--- config.mk ---
export PLATFORM = sky130hd
export DESIGN_NAME = legv8_lsu
export DESIGN_NICKNAME = d
export VERILOG_FILES = /design/src/rtl/legv8_lsu.sv
export SDC_FILE = /design/constraint.sdc
export NUM_CORES = 1
export LEC_CHECK = 0
export BUFFER_PORTS_ARGS = -buffer_cell sky130_fd_sc_hd__buf_2
export CAP_MARGIN = 40
export CORE_MARGIN = 2
export CORE_UTILIZATION = 27
export DETAILED_ROUTE_END_ITERATION = 6
export PLACE_DENSITY_LB_ADDON = 0.05
export SYNTH_ARGS = -nofsm -noshare
export SYNTH_HDL_FRONTEND = slang
export SYNTH_SLANG_ARGS = --single-unit
--- constraint.sdc ---
create_clock -name clk -period 1.8 [get_ports clk]
set_clock_uncertainty 0.15 [all_clocks]
set_input_delay 0.36 -clock clk [delete_from_list [all_inputs] [get_ports clk]]
set_output_delay 0.36 -clock clk [all_outputs]
set_load 0.03 [all_outputs]
--- src/rtl/legv8_lsu.sv ---
// legv8_lsu: load/store unit between the MEM stage and a 64-bit big-endian
// data memory. One request in flight; loads are sized and extended, partial
// stores run read-modify-write, dword stores write directly.
// Optional macro LEGV8_LSU_FAULT_CHECK_EN: reject requests whose 8-byte
// access would run past MEM_BYTES with resp_fault=1 and no memory access.
module legv8_lsu #(
    parameter int unsigned MEM_BYTES = 256
) (
    input  logic        clk,
    input  logic        rst,
    input  logic        req_valid,
    output logic        req_ready,
    input  logic        req_write,
    input  logic [1:0]  req_size,
    input  logic        req_signed,
    input  logic [63:0] req_addr,
    input  logic [63:0] req_wdata,
    output logic        resp_valid,
    output logic [63:0] resp_rdata,
    output logic        resp_fault,
    output logic [63:0] mem_address,
    output logic [63:0] mem_WD,
    output logic        mem_MemRead,
    output logic        mem_MemWrite,
    input  logic [63:0] mem_RD
);

    typedef enum logic [1:0] {
        S_IDLE,
        S_RD,
        S_WR,
        S_RESP
    } state_e;

    localparam logic [63:0] LAST_ADDR = 64'(MEM_BYTES - 8);

    state_e      state_q, state_d;
    logic [63:0] addr_q,  addr_d;
    logic [1:0]  size_q,  size_d;
    logic        signed_q, signed_d;
    logic        write_q, write_d;
    logic [63:0] wdata_q, wdata_d;
    logic [63:0] buf_q,   buf_d;
    logic        fault_q, fault_d;

    logic        req_fault;
    logic [63:0] load_data;
    logic [63:0] merge_data;

`ifdef LEGV8_LSU_FAULT_CHECK_EN
    assign req_fault = (req_addr > LAST_ADDR);
`else
    logic unused_last_addr;
    assign unused_last_addr = ^LAST_ADDR;
    assign req_fault = 1'b0;
`endif

    // Request/state registers; reset aborts any access in progress.
    always_ff @(posedge clk or negedge rst) begin
        if (!rst) begin
            state_q  <= S_IDLE;
            addr_q   <= '0;
            size_q   <= '0;
            signed_q <= 1'b0;
            write_q  <= 1'b0;
            wdata_q  <= '0;
            buf_q    <= '0;
            fault_q  <= 1'b0;
        end else begin
            state_q  <= state_d;
            addr_q   <= addr_d;
            size_q   <= size_d;
            signed_q <= signed_d;
            write_q  <= write_d;
            wdata_q  <= wdata_d;
            buf_q    <= buf_d;
            fault_q  <= fault_d;
        end
    end

    // Next-state logic and request capture.
    always_comb begin
        state_d  = state_q;
        addr_d   = addr_q;
        size_d   = size_q;
        signed_d = signed_q;
        write_d  = write_q;
        wdata_d  = wdata_q;
        buf_d    = buf_q;
        fault_d  = fault_q;
        unique case (state_q)
            S_IDLE: begin
                if (req_valid) begin
                    addr_d   = req_addr;
                    size_d   = req_size;
                    signed_d = req_signed;
                    write_d  = req_write;
                    wdata_d  = req_wdata;
                    fault_d  = req_fault;
                    if (req_fault)
                        state_d = S_RESP;
                    else if (req_write && (req_size == 2'b11))
                        state_d = S_WR;
                    else
                        state_d = S_RD;
                end
            end
            S_RD: begin
                buf_d   = mem_RD;
                state_d = write_q ? S_WR : S_RESP;
            end
            S_WR:    state_d = S_RESP;
            S_RESP:  state_d = S_IDLE;
            default: state_d = S_IDLE;
        endcase
    end

    // Load field extraction: the addressed byte sits in buf[63:56].
    always_comb begin
        load_data = '0;
        unique case (size_q)
            2'b00: load_data = {{56{signed_q & buf_q[63]}}, buf_q[63:56]};
            2'b01: load_data = {{48{signed_q & buf_q[63]}}, buf_q[63:48]};
            2'b10: load_data = {{32{signed_q & buf_q[63]}}, buf_q[63:32]};
            default: load_data = buf_q;
        endcase
    end

    // Store merge: new bytes replace the top of the read-back word.
    always_comb begin
        merge_data = '0;
        unique case (size_q)
            2'b00: merge_data = {wdata_q[7:0],  buf_q[55:0]};
            2'b01: merge_data = {wdata_q[15:0], buf_q[47:0]};
            2'b10: merge_data = {wdata_q[31:0], buf_q[31:0]};
            default: merge_data = wdata_q;
        endcase
    end

    // Output decode from the current state.
    always_comb begin
        req_ready    = (state_q == S_IDLE);
        mem_MemRead  = (state_q == S_RD);
        mem_MemWrite = (state_q == S_WR);
        mem_address  = (state_q == S_IDLE) ? '0 : addr_q;
        mem_WD       = (state_q == S_WR) ? merge_data : '0;
        resp_valid   = (state_q == S_RESP);
        resp_fault   = (state_q == S_RESP) && fault_q;
        resp_rdata   = ((state_q == S_RESP) && !write_q && !fault_q) ? load_data : '0;
    end

endmodule

==> out/results.txt <==
Top cell type's share of synthesized area = 0.477
Synth Area in XOR/XNOR = 0
Final worst setup slack = -0.707 ns
Yosys reg bits = 198
Cell count after placement = 1806
Max FO, Critical Path = 7
FF-to-FF Start = state_q[1]
Compound-cell area share of the yosys netlist = 0.0809
Worst Hold End = wdata_q[8]
Pre-CTS setup slack = -0.328 ns
Synth warn = 0
# setup viols final = 307
Die X = 200 um
Most frequent cells in the layout = 208 x buf_6, 201 x buf_2, 197 x mux2_2, 195 x dfrtp_1, 184 x dlygate4sd3_1
Mean area per synthesized cell = 12.4 um2
Critical path startpoint category = register
Max-cap viol count = 0
P&R area growth vs syn = 99.9%
Post-route minimum period = 2.51 ns
Die Span Y = 200 um
PwrDens = 2040 nW/um2
Reg-to-reg slack, setup = -0.11 ns
TritonCTS clock tree = built
Starting Density = 0.275
Row Count = 71
Commonest non-fill, non-tap cell in the layout = buf_6
Share of layout cells above drive strength 1 = 0.685
Reg-to-reg endpoint = state_q[1]
Clock sinks = 198
Antenna-violating nets left = 0
Share of the yosys chip area belonging to registers = 0.477
Num CTS Buffers = 17
Static Leak = 9.29 nW
Pre-Repair DR Iteration Count = 4
Post-DR vias/cell = 4.59
Vias in the first global route = 10300
Critical path endpoint category = output pin
Gate Count Post-Synth = 836
Fin Setup TNS = -119.60 ns
Mapped cell area = 10400 um2
Placer congestion estimate = 0.825
Failing checks = setup timing
Max clock buf depth = 2
Boundary Pins = 396
Synth unique cells = 33
DPL Wire Length = 33200 um
Total number of vias = 9585
Crit path launch = size_q[0]
Worst Hold Class = in2reg
Initial DRC Count = 293
Hold Path Depth = 2
Antenna violations before repair = 2
Total gr overflow = 0
Max Freq = 399 MHz
Simple-gate portion of the synthesized area = 0.0907
Power after layout = 0.0424 W
Final Max Slew Viols = 0
Min Hold Slack = 0.0222 ns
Synth Area in Adders = 0.00481
Hold Crit Start = req_wdata[8]
Post-Layout Cell Count = 2089
Main combinational cell family by area after synthesis = multiplexers
Cell taking the most area after synthesis = dfrtp_1
DRT Wirelength = 47900 um
I/O Buffers = 394
Root Buffer = clkbuf_16
Mapped Nets = 1039
VDD IR max = 1.06 mV
Die area = 40100 um2
Crit path required time = 1.29 ns
Largest net degree at the start of global routing = 41
Arrival time worst endpoint = 2.00 ns
Clock transition at path regs = 0.08 ns
CP Class = reg2out
Status = complete, but fails checks
Unrepaired setup endpoints after global routing = yes
H-tree levels = 4
First-pass GRT wire length = 67200 um
Multiplexer area fraction after synthesis = 0.302
Core Footprint = 37800 um2
Avg WL per Cell = 22.9 um
Synth area leaders = dfrtp_1 48%, mux2_2 21%, mux4_2 5.2%
Worst Reg-to-Reg Cells = 9
Drt drc = 0
Final net count = 1766
Final period util = 1.39
GR Util All Layers = 0.224
Endpoints failing hold = 0
Clk_lat worst skew = 0.45 ns
## sequential cells by signal, indices dropped and copies added (netlist names)
name and flops:
state_q 2, wdata_q 64, write_q 1, buf_q 64
size_q 2, addr_q 64, signed_q 1
## what timing repair did
item                                    CTS  global route
cloned                                    7            27
pin swaps                                21            20
buffers inserted                         25            14
resized for setup                       310           315
endpoints found under the setup margin  392           393
hold endpoints to repair                212             2
hold buffers                            182             2
## layout make-up
class,count,area (um2)
Fill cell,3269,17000
Timing Repair Buffer,776,7680
Multi-Input combinational cell,567,6880
Sequential cell,198,4960
Tap cell,511,639
Clock buffer,19,433
Clock inverter,13,173
Inverter,3,13.8
Antenna cell,2,5.00
## layer usage
layer	routed length [um]	up-vias	share of wire	global-route usage
met5	0	-	0	0
met4	722	0	0.015	0.0402
met3	2310	33	0.048	0.0500
met2	24500	272	0.51	0.389
met1	20300	4848	0.43	0.286
li1	-	4432	-	-
## worst max-delay path: stages (launching register included)
cell and delay [ns]:
dfrtp_4 0.44, buf_12 0.15, buf_12 0.14, mux4_2 0.51, nor2b_4 0.14, buf_6 0.14
## power breakdown
| group | internal [W] | switching [W] | leakage, nW | total (W) |
|---|---|---|---|---|
| combinational | 0.0156 | 0.0139 | 6.67 | 0.0295 |
| clock | 0.00222 | 0.00190 | 0.297 | 0.00412 |
| sequential | 0.00678 | 0.00203 | 2.32 | 0.00881 |
| total | 0.0246 | 0.0179 | 9.29 | 0.0424 |
## cell families (layout without fill, tap and decap cells)
family | Yosys count | in the layout
muxes | 259 | 259
DFF | 198 | 198
and+or+nand+nor | 188 | 192
AOI/OAI and AO/OA | 111 | 111
buffers and inverters | 75 | 811
adders and majority gates | 4 | 4
other | 1 | 3
## cell usage after synthesis
master,instances
mux2i_1,38
mux4_2,24
conb_1,1
buf_4,8
o221ai_1,1
o21a_1,32
nor2b_1,73
ha_1,4
a211oi_1,1
nor4_1,1
mux2_2,197
nor2_1,3
nand2_1,90
o21ai_0,2
nand2_2,1
a221oi_1,7
a21oi_1,16
o211a_1,16
nand4_1,1
o21ba_2,1
buf_2,26
o22ai_1,1
a21boi_1,8
a21boi_0,24
buf_6,16
and2_1,17
inv_1,3
nand2b_1,1
a21oi_2,1
or2_1,1
clkbuf_1,22
dfrtp_1,198
o211ai_1,1
## stage by stage
step / util / area [um2]
final: 0.550 / 20800
after global placement: 0.407 / 15400
after CTS: 0.510 / 19300
after detailed placement: 0.407 / 15400
after floorplan: - / 11900
after global routing: 0.550 / 20800
## worst max-delay path by stage
stage	to	slack (ns)	cells past startpoint
2_1_floorplan	resp_rdata[22]	-0.25	7
3_3_place_gp	resp_rdata[15]	-0.32	5
3_5_place_dp	mem_WD[32]	-0.33	6
4_1_cts	mem_WD[32]	-0.76	7
5_1_grt	resp_rdata[5]	-0.77	5
6_report	resp_rdata[5]	-0.71	5
No activity file was read; power rests on OpenSTA's default activity.
